--- config.mk ---
export PLATFORM = sky130hd
export DESIGN_NAME = mem_access_unit
export DESIGN_NICKNAME = d
export VERILOG_FILES = /design/src/rtl/mem_access_unit.sv
export SDC_FILE = /design/constraint.sdc
export NUM_CORES = 1
export LEC_CHECK = 0
export ABC_AREA = 0
export CAP_MARGIN = 10
export CORE_MARGIN = 5
export CORE_UTILIZATION = 36
export DETAILED_ROUTE_END_ITERATION = 7
export GPL_TIMING_DRIVEN = 0
export PLACE_DENSITY = 0.83
export SYNTH_ARGS = -nofsm -noshare
export SYNTH_HDL_FRONTEND = slang
export SYNTH_SLANG_ARGS = --single-unit
export TNS_END_PERCENT = 30
--- constraint.sdc ---
create_clock -name clk -period 5.9 [get_ports clk]
set_clock_uncertainty 0.2 [all_clocks]
set_input_delay 0.59 -clock clk [delete_from_list [all_inputs] [get_ports clk]]
set_output_delay 0.59 -clock clk [all_outputs]
set_load 0.005 [all_outputs]
--- src/rtl/mem_access_unit.sv ---
// Memory-access stage controller: turns an ALU address plus LDUR/STUR controls into a bus request/grant/response sequence.
// Latency: store 2 cycles and load 3 cycles with an immediate bus; error ops 1 cycle; stall holds upstream until DONE.
module mem_access_unit #(
    parameter int N       = 64,
    parameter int TIMEOUT = 16
) (
    input  logic         clk,
    input  logic         reset,
    input  logic         start,
    input  logic         MemRead,
    input  logic         MemWrite,
    input  logic [N-1:0] alu_result,
    input  logic [N-1:0] writeData,
    output logic         stall,
    output logic         done,
    output logic [N-1:0] readData,
    output logic         misaligned,
    output logic         illegal,
    output logic         bus_err,
    output logic         mem_req,
    output logic         mem_we,
    output logic [N-1:0] mem_addr,
    output logic [N-1:0] mem_wdata,
    input  logic         mem_gnt,
    input  logic         mem_rvalid,
    input  logic [N-1:0] mem_rdata
);

    typedef enum logic [1:0] {
        IDLE = 2'd0,
        REQ  = 2'd1,
        WAIT = 2'd2,
        DONE = 2'd3
    } state_t;

    localparam int            CW       = $clog2(TIMEOUT + 1);
    localparam logic [CW-1:0] CNT_LAST = CW'(TIMEOUT - 1);
    localparam logic [CW-1:0] CNT_MAX  = CW'(TIMEOUT);

    state_t        state;
    state_t        state_nxt;
    logic [CW-1:0] cnt;
    logic [N-1:0]  addr_q;
    logic [N-1:0]  wdata_q;
    logic [N-1:0]  rdata_q;
    logic          we_q;
    logic [2:0]    err_q;     // {illegal, misaligned, bus_err} for the op in flight

    logic          accept;
    logic          set_ill;
    logic          set_mis;
    logic          set_bus;
    logic          load_rd;
    logic          busy;
    logic          cnt_hit;

    assign busy    = (state == REQ) || (state == WAIT);
    // A read granted on the last budget cycle enters WAIT already past the
    // limit, so the compare is >= to keep the total REQ+WAIT time bounded.
    assign cnt_hit = (cnt >= CNT_LAST);

    always_comb begin
        state_nxt = state;
        stall     = 1'b0;
        accept    = 1'b0;
        set_ill   = 1'b0;
        set_mis   = 1'b0;
        set_bus   = 1'b0;
        load_rd   = 1'b0;
        case (state)
            IDLE: begin
                if (start && (MemRead || MemWrite)) begin
                    stall = 1'b1;
                    if (MemRead && MemWrite) begin
                        set_ill   = 1'b1;
                        state_nxt = DONE;
                    end else if (alu_result[2:0] != 3'b000) begin
                        set_mis   = 1'b1;
                        state_nxt = DONE;
                    end else begin
                        accept    = 1'b1;
                        state_nxt = REQ;
                    end
                end
            end
            REQ: begin
                stall = 1'b1;
                if (mem_gnt) begin
                    state_nxt = we_q ? DONE : WAIT;
                end else if (cnt_hit) begin
                    set_bus   = 1'b1;
                    state_nxt = DONE;
                end
            end
            WAIT: begin
                stall = 1'b1;
                if (mem_rvalid) begin
                    load_rd   = 1'b1;
                    state_nxt = DONE;
                end else if (cnt_hit) begin
                    set_bus   = 1'b1;
                    state_nxt = DONE;
                end
            end
            DONE: begin
                state_nxt = IDLE;
            end
            default: begin
                state_nxt = IDLE;
            end
        endcase
    end

    always_ff @(posedge clk or posedge reset) begin
        if (reset) begin
            state   <= IDLE;
            cnt     <= '0;
            addr_q  <= '0;
            wdata_q <= '0;
            we_q    <= 1'b0;
            rdata_q <= '0;
            err_q   <= '0;
        end else begin
            state <= state_nxt;
            if (accept) begin
                addr_q  <= alu_result;
                wdata_q <= writeData;
                we_q    <= MemWrite;
            end
            if (accept) begin
                cnt <= '0;
            end else if (busy && (cnt != CNT_MAX)) begin
                cnt <= cnt + CW'(1);
            end
            if (load_rd) begin
                rdata_q <= mem_rdata;
            end
            if (state == IDLE) begin
                err_q <= {set_ill, set_mis, 1'b0};
            end else if (set_bus) begin
                err_q[0] <= 1'b1;
            end
        end
    end

    // mem_req decodes straight from state so an asynchronous reset drops it at once.
    assign mem_req    = (state == REQ);
    assign mem_we     = we_q;
    assign mem_addr   = addr_q;
    assign mem_wdata  = wdata_q;
    assign readData   = rdata_q;
    assign done       = (state == DONE);
    assign illegal    = done && err_q[2];
    assign misaligned = done && err_q[1];
    assign bus_err    = done && err_q[0];

    a_done_one_cycle: assert property (@(posedge clk) disable iff (reset) done |=> !done);
    a_req_stalls:     assert property (@(posedge clk) disable iff (reset) mem_req |-> stall);
    a_one_flag:       assert property (@(posedge clk) disable iff (reset)
                                       $onehot0({illegal, misaligned, bus_err}));

endmodule

==> results.py <==
metrics = {
    "layout": {
        "mostFrequentLayoutCell": "clkdlybuf4s50_1",
        "fill_cells": 1681,
        "syn_to_final_growth_pct": 66.2,
        "nNetsFinal": 1116,
        "drive_gt1_frac": 0.131,
        "final_util": 0.603,
        "final_cell_mix": "397 x clkdlybuf4s50_1, 203 x dfrtp_1, 126 x mux2_1",
    },
    "global_route": {
        "globalRouteTotalUtil": 0.175,
        "grt_use_met3": 0.0689,
        "grt_pass1_wl_um": 34300,
        "grt-busiest-layer": "met2",
        "gr-usage-met1": 0.192,
        "grt_util_met2": 0.312,
        "grt_overflow_total": 0,
        "antenna_found_initial": 2,
        "grt_pass1_vias": 6296,
        "grt_max_degree": 40,
    },
    "yosys": {
        "yosysWarnings": 0,
        "ys_async_sr_fraction": 1.00,
        "syn-num-nets": 688,
        "yosysTopAreaCell": "dfrtp_1",
        "synthTopCellsByArea": "dfrtp_1 65%, mux2_1 18%, mux2_2 9.2%",
        "syn_area_per_cell_sq_um": 16.3,
        "synth_top_cell_area_share": 0.647,
        "synth_area_sq_mm": 0.00785,
        "ys_seq_area_frac": 0.647,
        "synthCells": 482,
        "dominantRegCellSynth": "dfrtp_1",
        "synthDistinctLibCells": 34,
        "synth_edf_count": 0,
        "ys_seq_elements": 203,
    },
    "timing": {
        "hold_ws_ns": 0.284,
        "hold_viol_final": 0,
        "rsz0062_at_grt": "no",
        "fmax_ghz": 0.288,
        "fin_setup_tns_ns": 0,
        "fin_crit_sh": 0.588,
        "relSlewSlack": 0.592,
        "finalSetupViolCount": 0,
        "period_needed_ns": 3.47,
        "slew_viol_final": 0,
        "tightest_slew_ns": 0.610,
    },
    "worst_setup_path": {
        "cp-end-kind": "output pin",
        "path_class": "reg2out",
        "arrival_ns": 2.68,
        "cp-start-kind": "flip-flop",
        "worstPathRequired_ns": 5.11,
        "worst-path-max-fanout": 10,
    },
    "power_and_ir_drop": {
        "power.density_mw_per_mm2": 478,
        "totalPowerFinal_mw": 6.23,
        "p_leak_nw": 5.79,
        "ir_drop_mv": 0.313,
    },
    "clocking": {
        "cts_hold_buffers": 0,
        "cts_tree": "built",
        "cts_buffers": 23,
        "post_cts_buffers": 0,
        "cts_resized": 0,
        "htreeDepth": 1,
        "root_buffer": "clkbuf_16",
        "worst_skew_pair.late_latency_ns": 0.48,
        "cts.sinks": 203,
        "clockBufferDepth": 3,
        "clk_pin_slew_ns": 0.06,
    },
    "drt": {
        "vias": 5647,
        "via_per_inst": 4.68,
        "drc": 0,
        "ant_nets": 0,
        "dr.pass1.iters": 4,
        "drt-total-wl_um": 22800,
        "drt-wirelength-per-cell_um": 18.9,
        "drt-initial-drc-count": 178,
    },
    "place": {
        "dp_hpwl_um": 18300,
        "globalplace.congestion": 0.752,
        "portBuffers": 397,
    },
    "outcome": {
        "status": "finished clean",
    },
    "die": {
        "coreArea_sq_mm": 0.0216,
        "io_pins": 398,
        "die_h_um": 158,
        "die_area_sq_mm": 0.0248,
        "start_util": 0.363,
        "row_count": 54,
        "die_x_um": 158,
    },
    "flow_run": {
        "cap_violations": 0,
    },
    "min_path": {
        "hold_class": "reg2reg",
    },
}
==> through the flow <==
step / cells / area [sq um] / setup WS, ns
6_report: 1207 / 13000 / 2.43
5_1_grt: 1207 / 13000 / 2.24
4_1_cts: 1206 / 13000 / 2.41
3_5_place_dp: 1165 / 12300 / 2.73
3_3_place_gp: 1159 / 12200 / 0.787
2_1_floorplan: 482 / 7850 / 2.48
==> registers in the layout, summed over array words and instances, names as in the netlist <==
signal     flops
mem_we         1
err_q          3
readData      64
state          2
mem_addr      64
mem_wdata     64
cnt            5
==> final timing paths <==
path | from | endpoint | slack (ns) | cells after the start
min reg2reg | mem_addr[2] | mem_addr[2] | 0.28 | 1
min in group asynchronous | reset | mem_addr[46] | 0.33 | 2
max | state[0] | stall | 2.43 | 7
max in group asynchronous | reset | mem_wdata[39] | 4.15 | 5
max reg2reg | state[0] | readData[39] | 3.53 | 6
min | mem_addr[2] | mem_addr[2] | 0.28 | 1
==> critical path: stages (launching register included) <==
cell	delay, ns
dfrtp_1	0.43
inv_1	0.12
ha_1	0.17
clkbuf_1	0.32
inv_1	0.12
or2_2	0.31
a21oi_1	0.18
clkdlybuf4s50_1	0.55
==> Yosys cell counts (2+ instances only) <==
cell type and instances:
xor2_1 2, dfrtp_1 203, o21ai_0 6, mux2_1 126
a311oi_1 3, and3_1 2, buf_1 4, and4_1 2
inv_1 10, nand4_1 4, nand2b_1 3, and2_1 6
nor2_1 2, buf_6 10, mux2_2 64, a211oi_1 2
clkbuf_1 3, nand3_1 2, buf_4 2, ha_1 7
a21oi_1 4, buf_2 3
==> per-layer routing <==
metal	part of all wire	up-vias
met1	0.35	2757
met2	0.51	264
met5	0.00057	-
met4	0.031	2
met3	0.11	50
li1	-	2574
==> cell families (layout without fill, tap and decap cells) <==
| kind of cell | after synthesis | count (layout) | share of synthesized area |
|---|---|---|---|
| flip-flops | 203 | 203 | 0.647 |
| multiplexers | 190 | 190 | 0.273 |
| buffers and inverters | 32 | 476 | 0.0263 |
| AND/OR/NAND/NOR | 27 | 27 | 0.0222 |
| AO/OA/AOI/OAI | 21 | 21 | 0.0180 |
| adder cells (fa/ha/maj) | 7 | 7 | 0.0112 |
| XOR/XNOR | 2 | 2 | 0.00223 |
| other | 0 | 1 | 0 |
==> layout make-up <==
cell class / count / area, sq um / area share
Sequential cell: 203 / 5080 / 0.390
Timing Repair Buffer: 403 / 4090 / 0.314
Multi-Input combinational cell: 247 / 2560 / 0.196
Clock buffer: 33 / 643 / 0.0493
Tap cell: 280 / 350 / 0.0269
Buffer: 22 / 169 / 0.0130
Clock inverter: 8 / 100 / 0.00768
Inverter: 10 / 41.3 / 0.00317
Antenna cell: 1 / 2.50 / 0.000192
==> report_power, final <==
part	leakage, nW	switching [mW]	total [mW]	internal (mW)
Clock	0.350	0.548	1.39	0.846
Sequential	2.58	0.348	2.40	2.05
Combinational	2.87	0.777	2.44	1.67
Total	5.79	1.67	6.23	4.56
(Power assumes the default switching activity.)
